[config.mk]
export PLATFORM = sky130hd
export DESIGN_NAME = dcache_ctrl_flat
export DESIGN_NICKNAME = d
export VERILOG_FILES = /design/src/rtl/dcache_if.sv /design/src/rtl/dcache_ctrl.sv /design/src/flat_wrapper.sv
export SDC_FILE = /design/constraint.sdc
export NUM_CORES = 2
export LEC_CHECK = 0
export CAP_MARGIN = 20
export CORE_ASPECT_RATIO = 1.25
export CORE_MARGIN = 10
export CORE_UTILIZATION = 45
export CTS_CLUSTER_DIAMETER = 60
export DETAILED_ROUTE_END_ITERATION = 10
export GPL_ROUTABILITY_DRIVEN = 0
export PLACE_DENSITY_LB_ADDON = 0.3
export SYNTH_ARGS = -nofsm -noshare
export SYNTH_HDL_FRONTEND = slang
export SYNTH_SLANG_ARGS = --single-unit
[constraint.sdc]
create_clock -name clk -period 161.7 [get_ports clk]
set_input_delay 32.34 -clock clk [delete_from_list [all_inputs] [get_ports clk]]
set_output_delay 32.34 -clock clk [all_outputs]
set_load 0.05 [all_outputs]
[src/rtl/dcache_if.sv]
// Bundle of pipeline-side and backing-memory-side signals for the data cache
// controller. The slave modport is the cache's view; the master modport is
// the view of whatever drives the pipeline requests and models the memory.
interface dcache_if;
   logic        mem_read;
   logic [1:0]  mem_write;
   logic [31:0] addr;
   logic [31:0] wdata;
   logic [31:0] rdata;
   logic        stall;
   logic        mem_req;
   logic        mem_we;
   logic [31:0] mem_addr;
   logic [31:0] mem_wdata;
   logic [31:0] mem_rdata;
   logic        mem_ack;

   modport slave (
      input  mem_read, mem_write, addr, wdata, mem_rdata, mem_ack,
      output rdata, stall, mem_req, mem_we, mem_addr, mem_wdata
   );

   modport master (
      output mem_read, mem_write, addr, wdata, mem_rdata, mem_ack,
      input  rdata, stall, mem_req, mem_we, mem_addr, mem_wdata
   );
endinterface

[src/rtl/dcache_ctrl.sv]
// Direct-mapped, write-through, no-write-allocate data cache controller.
// One 32-bit word per line. Load hits complete in the request cycle. Load
// misses and all stores stall the pipeline and run a single backing-memory
// transaction, followed by one DONE cycle that releases the stall.
module dcache_ctrl #(
   parameter int INDEX_BITS = 4
) (
   input logic     clk,
   input logic     rst,
   dcache_if.slave bus
);

   localparam int LINES    = 1 << INDEX_BITS;
   localparam int TAG_BITS = 32 - INDEX_BITS - 2;

   typedef enum logic [1:0] {
      IDLE,
      FILL,
      WRITE,
      DONE
   } state_t;

   state_t state_q, state_d;

   logic [31:0] addr_q, addr_d;
   logic [31:0] wdata_q, wdata_d;

   logic                valid_q [LINES];
   logic                valid_d [LINES];
   logic [TAG_BITS-1:0] tag_q   [LINES];
   logic [TAG_BITS-1:0] tag_d   [LINES];
   logic [31:0]         data_q  [LINES];
   logic [31:0]         data_d  [LINES];

   logic [INDEX_BITS-1:0] req_index;
   logic [TAG_BITS-1:0]   req_tag;
   logic [INDEX_BITS-1:0] lat_index;
   logic [TAG_BITS-1:0]   lat_tag;
   logic                  req_hit;
   logic                  lat_hit;

   logic        stall_o;
   logic [31:0] rdata_o;
   logic        mem_req_o;
   logic        mem_we_o;
   logic [31:0] mem_addr_o;
   logic [31:0] mem_wdata_o;

   // Byte-offset bits are never used; collect them so they are visibly sunk.
   logic unused_addr_bits;
   assign unused_addr_bits = ^{bus.addr[1:0], addr_q[1:0]};

   assign req_index = bus.addr[INDEX_BITS+1:2];
   assign req_tag   = bus.addr[31:INDEX_BITS+2];
   assign lat_index = addr_q[INDEX_BITS+1:2];
   assign lat_tag   = addr_q[31:INDEX_BITS+2];
   assign req_hit   = valid_q[req_index] && (tag_q[req_index] == req_tag);
   assign lat_hit   = valid_q[lat_index] && (tag_q[lat_index] == lat_tag);

   // Next-state, line update and output decode; outputs are forced quiet while reset is held.
   always_comb begin
      state_d     = state_q;
      addr_d      = addr_q;
      wdata_d     = wdata_q;
      valid_d     = valid_q;
      tag_d       = tag_q;
      data_d      = data_q;
      stall_o     = 1'b0;
      rdata_o     = 32'h0;
      mem_req_o   = 1'b0;
      mem_we_o    = 1'b0;
      mem_addr_o  = 32'h0;
      mem_wdata_o = 32'h0;

      case (state_q)
         IDLE: begin
            if (bus.mem_write != 2'b00) begin
               stall_o = 1'b1;
               addr_d  = bus.addr;
               wdata_d = bus.wdata;
               state_d = WRITE;
            end else if (bus.mem_read) begin
               if (req_hit) begin
                  rdata_o = data_q[req_index];
               end else begin
                  stall_o = 1'b1;
                  addr_d  = bus.addr;
                  state_d = FILL;
               end
            end
         end
         FILL: begin
            stall_o    = 1'b1;
            mem_req_o  = 1'b1;
            mem_addr_o = {addr_q[31:2], 2'b00};
            if (bus.mem_ack) begin
               data_d[lat_index]  = bus.mem_rdata;
               tag_d[lat_index]   = lat_tag;
               valid_d[lat_index] = 1'b1;
               state_d            = DONE;
            end
         end
         WRITE: begin
            stall_o     = 1'b1;
            mem_req_o   = 1'b1;
            mem_we_o    = 1'b1;
            mem_addr_o  = {addr_q[31:2], 2'b00};
            mem_wdata_o = wdata_q;
            if (bus.mem_ack) begin
               if (lat_hit) begin
                  data_d[lat_index] = wdata_q;
               end
               state_d = DONE;
            end
         end
         DONE: begin
            rdata_o = data_q[lat_index];
            state_d = IDLE;
         end
         default: begin
            state_d = IDLE;
         end
      endcase

      if (rst) begin
         stall_o     = 1'b0;
         rdata_o     = 32'h0;
         mem_req_o   = 1'b0;
         mem_we_o    = 1'b0;
         mem_addr_o  = 32'h0;
         mem_wdata_o = 32'h0;
      end
   end

   // State, latched request and line storage; reset invalidates every line.
   always_ff @(posedge clk or posedge rst) begin
      if (rst) begin
         state_q <= IDLE;
         addr_q  <= 32'h0;
         wdata_q <= 32'h0;
         valid_q <= '{default: 1'b0};
         tag_q   <= '{default: '0};
         data_q  <= '{default: 32'h0};
      end else begin
         state_q <= state_d;
         addr_q  <= addr_d;
         wdata_q <= wdata_d;
         valid_q <= valid_d;
         tag_q   <= tag_d;
         data_q  <= data_d;
      end
   end

   assign bus.stall     = stall_o;
   assign bus.rdata     = rdata_o;
   assign bus.mem_req   = mem_req_o;
   assign bus.mem_we    = mem_we_o;
   assign bus.mem_addr  = mem_addr_o;
   assign bus.mem_wdata = mem_wdata_o;

endmodule

[src/flat_wrapper.sv]
// flat-port wrapper written by rule: the top's interface ports become plain ports
module dcache_ctrl_flat 
#(
   parameter int INDEX_BITS = 4
)
  (clk, rst, bus_mem_read, bus_mem_write, bus_addr, bus_wdata, bus_mem_rdata, bus_mem_ack, bus_rdata, bus_stall, bus_mem_req, bus_mem_we, bus_mem_addr, bus_mem_wdata);
  dcache_if bus_i ();
  input logic clk;
  input logic rst;
  input wire logic [$bits(bus_i.mem_read)-1:0] bus_mem_read;
  input wire logic [$bits(bus_i.mem_write)-1:0] bus_mem_write;
  input wire logic [$bits(bus_i.addr)-1:0] bus_addr;
  input wire logic [$bits(bus_i.wdata)-1:0] bus_wdata;
  input wire logic [$bits(bus_i.mem_rdata)-1:0] bus_mem_rdata;
  input wire logic [$bits(bus_i.mem_ack)-1:0] bus_mem_ack;
  output wire logic [$bits(bus_i.rdata)-1:0] bus_rdata;
  output wire logic [$bits(bus_i.stall)-1:0] bus_stall;
  output wire logic [$bits(bus_i.mem_req)-1:0] bus_mem_req;
  output wire logic [$bits(bus_i.mem_we)-1:0] bus_mem_we;
  output wire logic [$bits(bus_i.mem_addr)-1:0] bus_mem_addr;
  output wire logic [$bits(bus_i.mem_wdata)-1:0] bus_mem_wdata;
  assign bus_i.mem_read = bus_mem_read;
  assign bus_i.mem_write = bus_mem_write;
  assign bus_i.addr = bus_addr;
  assign bus_i.wdata = bus_wdata;
  assign bus_i.mem_rdata = bus_mem_rdata;
  assign bus_i.mem_ack = bus_mem_ack;
  assign bus_rdata = bus_i.rdata;
  assign bus_stall = bus_i.stall;
  assign bus_mem_req = bus_i.mem_req;
  assign bus_mem_we = bus_i.mem_we;
  assign bus_mem_addr = bus_i.mem_addr;
  assign bus_mem_wdata = bus_i.mem_wdata;
  dcache_ctrl #(.INDEX_BITS(INDEX_BITS)) u_core (.clk(clk), .rst(rst), .bus(bus_i));
endmodule
* Word-level counts from Yosys, hierarchy flattened
Index checks and enable logic that the tools add are counted.
Storage, ports and cells: input bits 102, output and inout port bits 99, flip-flop bits (word level) 1010, word-level logic and storage cells 139
Cells by class: multiplexer cells 57, equal/unequal tests 12, bitwise gates (word level) 3, reduce and logical (&&, ||, !) cells 13, $lt $le $gt $ge 3
Operators with widths (number):
- $mux W512 | 3
- $bwmux W512 | 2
- $pmux W512 S2 | 1
- $mux W32 | 16
- $bwmux W416 | 1
- $bmux W32 S4 | 2
- $bmux W26 S4 | 2
- $mux W26 | 5
- $demux W32 S4 | 1
- $demux W26 S4 | 1
- $pmux W32 S2 | 1
- $eq A26 B26 Y1 | 2
- $or A16 B16 Y16 | 1
- $mux W1 | 13
- $ge A5 B5 Y1 const B | 2
- $not A4 Y5 | 2
- $bmux W1 S4 | 2
- $mux W2 | 4
- $ne A2 B2 Y1 const B | 3
- $pmux W2 S3 | 1
- $reduce_and A3 Y1 | 2
- $reduce_bool A2 Y1 | 3
- $lt A5 B1 Y1 const B | 1
- $demux W1 S4 | 1
- other kinds (11) | 16

* Logic depth before layout (Yosys ltp)
depth in word-level cells 11, depth in mapped cells 16, mapped depth without buffers 9

* Worst setup path before layout
OpenSTA, ideal clock, no wires.
path kind input to output, start input rst, end output bus_mem_addr[10], data required time 129.360 ns, slack 64.437 ns, arrival time 64.923 ns, cell stages on the path 3, path buffers 1, cell sequence inv_1 > clkbuf_1 > and3_1
Between the ends: cells in the longest elaborated chain, start to end 1
Ends and longest elaborated chain:
- from (decl) | line flat_wrapper.sv:9 | input logic rst;
- $mux W32 | line dcache_ctrl.sv:125 | if (rst) begin
- to (decl) | line flat_wrapper.sv:20 | output wire logic [$bits(bus_i.mem_addr)-1:0] bus_mem_addr;
No other way between the ends.

* Worst setup path in the final report
start input bus_addr[2], end output bus_rdata[17]
Between the ends: cells in the longest elaborated chain, start to end 11, elaborated cells between the ends (all ways) 17, classes of those cells 1 x eq/ne; 14 x mux; 1 x bitwise; 1 x reduce/logical
Ends and longest elaborated chain:
- from (decl) | line flat_wrapper.sv:12 | input wire logic [$bits(bus_i.addr)-1:0] bus_addr;
- $not A4 Y5 (not written as such) (*) | line dcache_ctrl.sv:57, dcache_ctrl.sv:84
- $bmux W26 S4 | line dcache_ctrl.sv:57 | assign req_hit = valid_q[req_index] && (tag_q[req_index] == req_tag);
- $mux W26 (not written as such) (2 in a row) | line dcache_ctrl.sv:57
- $eq A26 B26 Y1 | line dcache_ctrl.sv:57
- $logic_and A1 B1 Y1 | line dcache_ctrl.sv:57
- $mux W32 (*) | line dcache_ctrl.sv:83 | if (req_hit) begin
- $mux W32 (*) | line dcache_ctrl.sv:82 | end else if (bus.mem_read) begin
- $mux W32 (*) | line dcache_ctrl.sv:77 | if (bus.mem_write != 2'b00) begin
- $pmux W32 S2 (*) | line dcache_ctrl.sv:75 | case (state_q)
- $mux W32 (*) | line dcache_ctrl.sv:125
- to (decl) | line flat_wrapper.sv:16 | output wire logic [$bits(bus_i.rdata)-1:0] bus_rdata;
Every way passes the cells marked *; elsewhere a longest branch is shown, timed or not. The select of a mux whose other input is x is not followed.

==> run_results.csv <==
group,metric,value,unit
worst_setup_path,end_kind,"output port",
drt,drtAntennaViolNets,0,
synth,synth_ff_type,"dfrtp_1",
cts,cts.sinks,1008,
floorplan,die_area,0.135,mm²
global_routing,grt_pass1_wl,240000,µm
power_and_ir_drop,combPwrFrac,38.5,%
cts,cts.repair.resized,0,
place,portBuffers,196,
timing,final-hold-violation-count,0,
synth,synth.distinct_cells,78,
floorplan,core-area,0.120,mm²
worst_setup_path,path_max_fanout,61,
job,drv_cap,0,
floorplan,die_x,331,µm
worst_hold_path,holdPathStages,1,
worst_setup_path,start_kind,"primary input",
run_status,status,"finished clean",
timing,min_period,71.75,ns
synth,synthArstFlopShare,100,%
global_routing,overflow,0,
cts,clk_pin_slew_worst_paths,0.06,ns
power_and_ir_drop,p_switching,0.421,mW
finish,final_nets,3685,
worst_hold_path,hold_path_startpoint,"u_core.valid_q[11]$_DFFE_PP0P_",
synth,synth_edf_count,0,
drt,vias,34100,
worst_setup_path,rr_worst_depth,10,
power_and_ir_drop,irDropWorstVdd,22.5,µV
finish,area_delta_synth_final,13.3,%
timing,final.period_utilization,44.4,%
floorplan,die_h,409,µm
place,dp_hpwl,93600,µm
drt,first_pass_iters,6,
drt,avgRoutedWirePerCell,30.7,µm
finish,final_common_cell,"dfrtp_1",
drt,drtIter0Drc,3616,
worst_setup_path,cp.arrival,39.41,ns
timing,skew,0.0527,ns
power_and_ir_drop,pwr-share-clk,23.3,%
worst_setup_path,cp-startpoint,"bus_addr[2]",
global_routing,grt_pass1_vias,35300,
global_routing,antenna_found_initial,7,
floorplan,io_pins,201,
timing,setup_viol,0,
power_and_ir_drop,power.density,18.9,mW/mm²
drt,vias_per_cell,6.49,
floorplan,fp-row-count,142,
cts,numCtsBuffers,109,
worst_setup_path,cp_data_required_time,129.36,ns
finish,final_cell_mix,"dfrtp_1 (1004), mux2_2 (886), mux4_2 (521)",
power_and_ir_drop,internal_power,0.747,mW
synth,synthesis.area,0.0544,mm²
global_routing,grt_usage,23.7,%
synth,synth_seq_cells,1008,
synth,yosysWarnings,0,
drt,wl,161000,µm
cts,cts_tree,"yes",
floorplan,start_util,45.3,%
global_routing,grt_max_degree,194,
timing,holdWs,0.491,ns
timing,slew_viol_final,0,
place,dp.cells,5051,
synth,synth_cells,3533,
synth,avgSynthCellArea,15.4,µm²
synth,yosysSeqAreaShare,46.3,%
cts,cts_root_buf,"clkbuf_16",
finish,finalInstanceArea,0.0617,mm²
worst_setup_path,timing.rr.start,"u_core.addr_q[3]$_DFFE_PP0P_",
timing,rsz0062_at_grt,"false",
cts,cts_buffer_depth,3,
power_and_ir_drop,p_leak,26.9,nW
power_and_ir_drop,switching_share,36.0,%
cts,clk_latency,0.75,ns
timing,fin_setup_tns,0,ns
finish,finalNonFillerCells,5257,
worst_setup_path,critical_path_class,"primary input to output port",
timing,fmax,13.9,MHz
finish,n_antenna_cell,0,
worst_hold_path,hold_path_class,"flip-flop to flip-flop",
drt,drc,0,
finish,layout-drive-gt1-share,48.5,%
place,placed_cell_area,0.0577,mm²
cts,cts_setup_buffers,0,
timing,slew_headroom,22.0,%
timing,worstMarginPinSlew,1.17,ns
cts,h-tree-depth,3,
power_and_ir_drop,seqPwrFrac,38.2,%
cts,cts-hold-fix-buffers,0,
[cells in the mapped netlist, types with 11 or more instances]
| cell | count | share of area (%) |
|---|---|---|
| dfrtp_1 | 1008 | 46 |
| mux2_2 | 886 | 18 |
| mux4_2 | 521 | 22 |
| clkbuf_1 | 197 | 1.4 |
| mux2_1 | 88 | 1.8 |
| mux2i_1 | 71 | 1.3 |
| nand2_1 | 68 | 0.47 |
| inv_1 | 57 | 0.39 |
| buf_2 | 53 | 0.49 |
| buf_1 | 44 | 0.30 |
| buf_4 | 39 | 0.54 |
| and2_1 | 37 | 0.43 |
| nor2_1 | 35 | 0.24 |
| o32a_1 | 33 | 0.61 |
| mux2_4 | 30 | 0.83 |
| nor3_1 | 30 | 0.28 |
| xnor2_1 | 25 | 0.40 |
| o21ai_0 | 24 | 0.22 |
| a22o_1 | 23 | 0.37 |
| o21ai_1 | 21 | 0.19 |
| a221oi_1 | 20 | 0.32 |
| a22oi_1 | 17 | 0.23 |
| and3_1 | 17 | 0.20 |
| or2_2 | 17 | 0.20 |
| buf_6 | 13 | 0.27 |
| xor2_1 | 13 | 0.21 |
| a21oi_1 | 12 | 0.11 |
| nand3_1 | 12 | 0.11 |
| o22ai_1 | 11 | 0.13 |
[kinds of logic (layout without fill, tap and decap cells)]
kind of cell	count (synthesis)	count (layout)	synth area share, %
buffers and inverters	403	542	3.35
multiplexers	1596	1596	43.8
AND/OR/NAND/NOR	280	280	2.86
XOR/XNOR	38	38	0.611
AO/OA/AOI/OAI	203	203	2.90
flip-flops	1008	1008	46.3
other	1	2	0.00689
adder cells (fa/ha/maj)	4	4	0.0919
[worst paths after layout]
path	slack (ns)	to
worst max register to register	154.82	u_core.data_q[406]$_DFFE_PP0P_
max in group asynchronous	126.32	u_core.addr_q[3]$_DFFE_PP0P_
worst max-delay path	89.95	bus_rdata[17]
worst min-delay path	0.49	u_core.valid_q[11]$_DFFE_PP0P_
worst min register to register	0.49	u_core.valid_q[11]$_DFFE_PP0P_
min in group asynchronous	32.26	u_core.addr_q[18]$_DFFE_PP0P_
[final cells by class]
type	count	area (µm²)
clock inverter	51	752
fill	10000	58400
timing repair buffer	280	2700
tap	1584	1980
clock buffer	154	3170
sequential	1008	25200
multi-input combinational	2123	27600
inverter	57	221
[per-stage QoR]
step	utilization (%)	power [mW]	setup WS [ns]
2_1_floorplan	-	0.761	64.44
3_3_place_gp	48.0	0.883	89.33
3_5_place_dp	48.0	0.895	89.31
4_1_cts	51.3	1.17	89.30
5_1_grt	51.3	1.22	89.50
6_report	51.3	1.17	89.95
[flip-flops by register name (all words and copies together) (netlist names)]
| name | flops |
|---|---|
| u_core.data_q | 512 |
| u_core.tag_q | 416 |
| u_core.wdata_q | 32 |
| u_core.addr_q | 30 |
| u_core.valid_q | 16 |
| u_core.state_q | 2 |
[power groups by stage]
| stage | sequential (mW) | clock, mW | combinational (mW) |
|---|---|---|---|
| 3_3_place_gp | 0.442 | 0 | 0.440 |
| 6_report | 0.446 | 0.272 | 0.450 |
| 4_1_cts | 0.443 | 0.277 | 0.449 |
| 3_5_place_dp | 0.447 | 0 | 0.448 |
| 2_1_floorplan | 0.399 | 0 | 0.362 |
| 5_1_grt | 0.459 | 0.287 | 0.474 |
[per-layer routing]
metal | GRT usage, % | part of all wire (%) | wire [µm] | vias up
li1 | - | - | - | 13800
met2 | 38.0 | 49 | 78400 | 1507
met5 | 0 | 0.017 | 27 | -
met3 | 3.92 | 7.5 | 12100 | 319
met4 | 9.07 | 3.8 | 6160 | 4
met1 | 32.1 | 40 | 64800 | 18500
[worst max-delay path, cell delays in order]
cell and delay, ns:
buf_8 0.51, buf_4 0.85, buf_4 0.52, mux4_2 0.55
a22o_1 0.19, a221oi_1 0.40, xor2_1 0.27, nand4_1 0.16
or4_1 0.69, or3_1 0.48, or3_2 0.52, buf_4 0.37
o21ai_0 0.53, clkdlybuf4s50_1 0.91
Power figures use the tool's default switching activity.
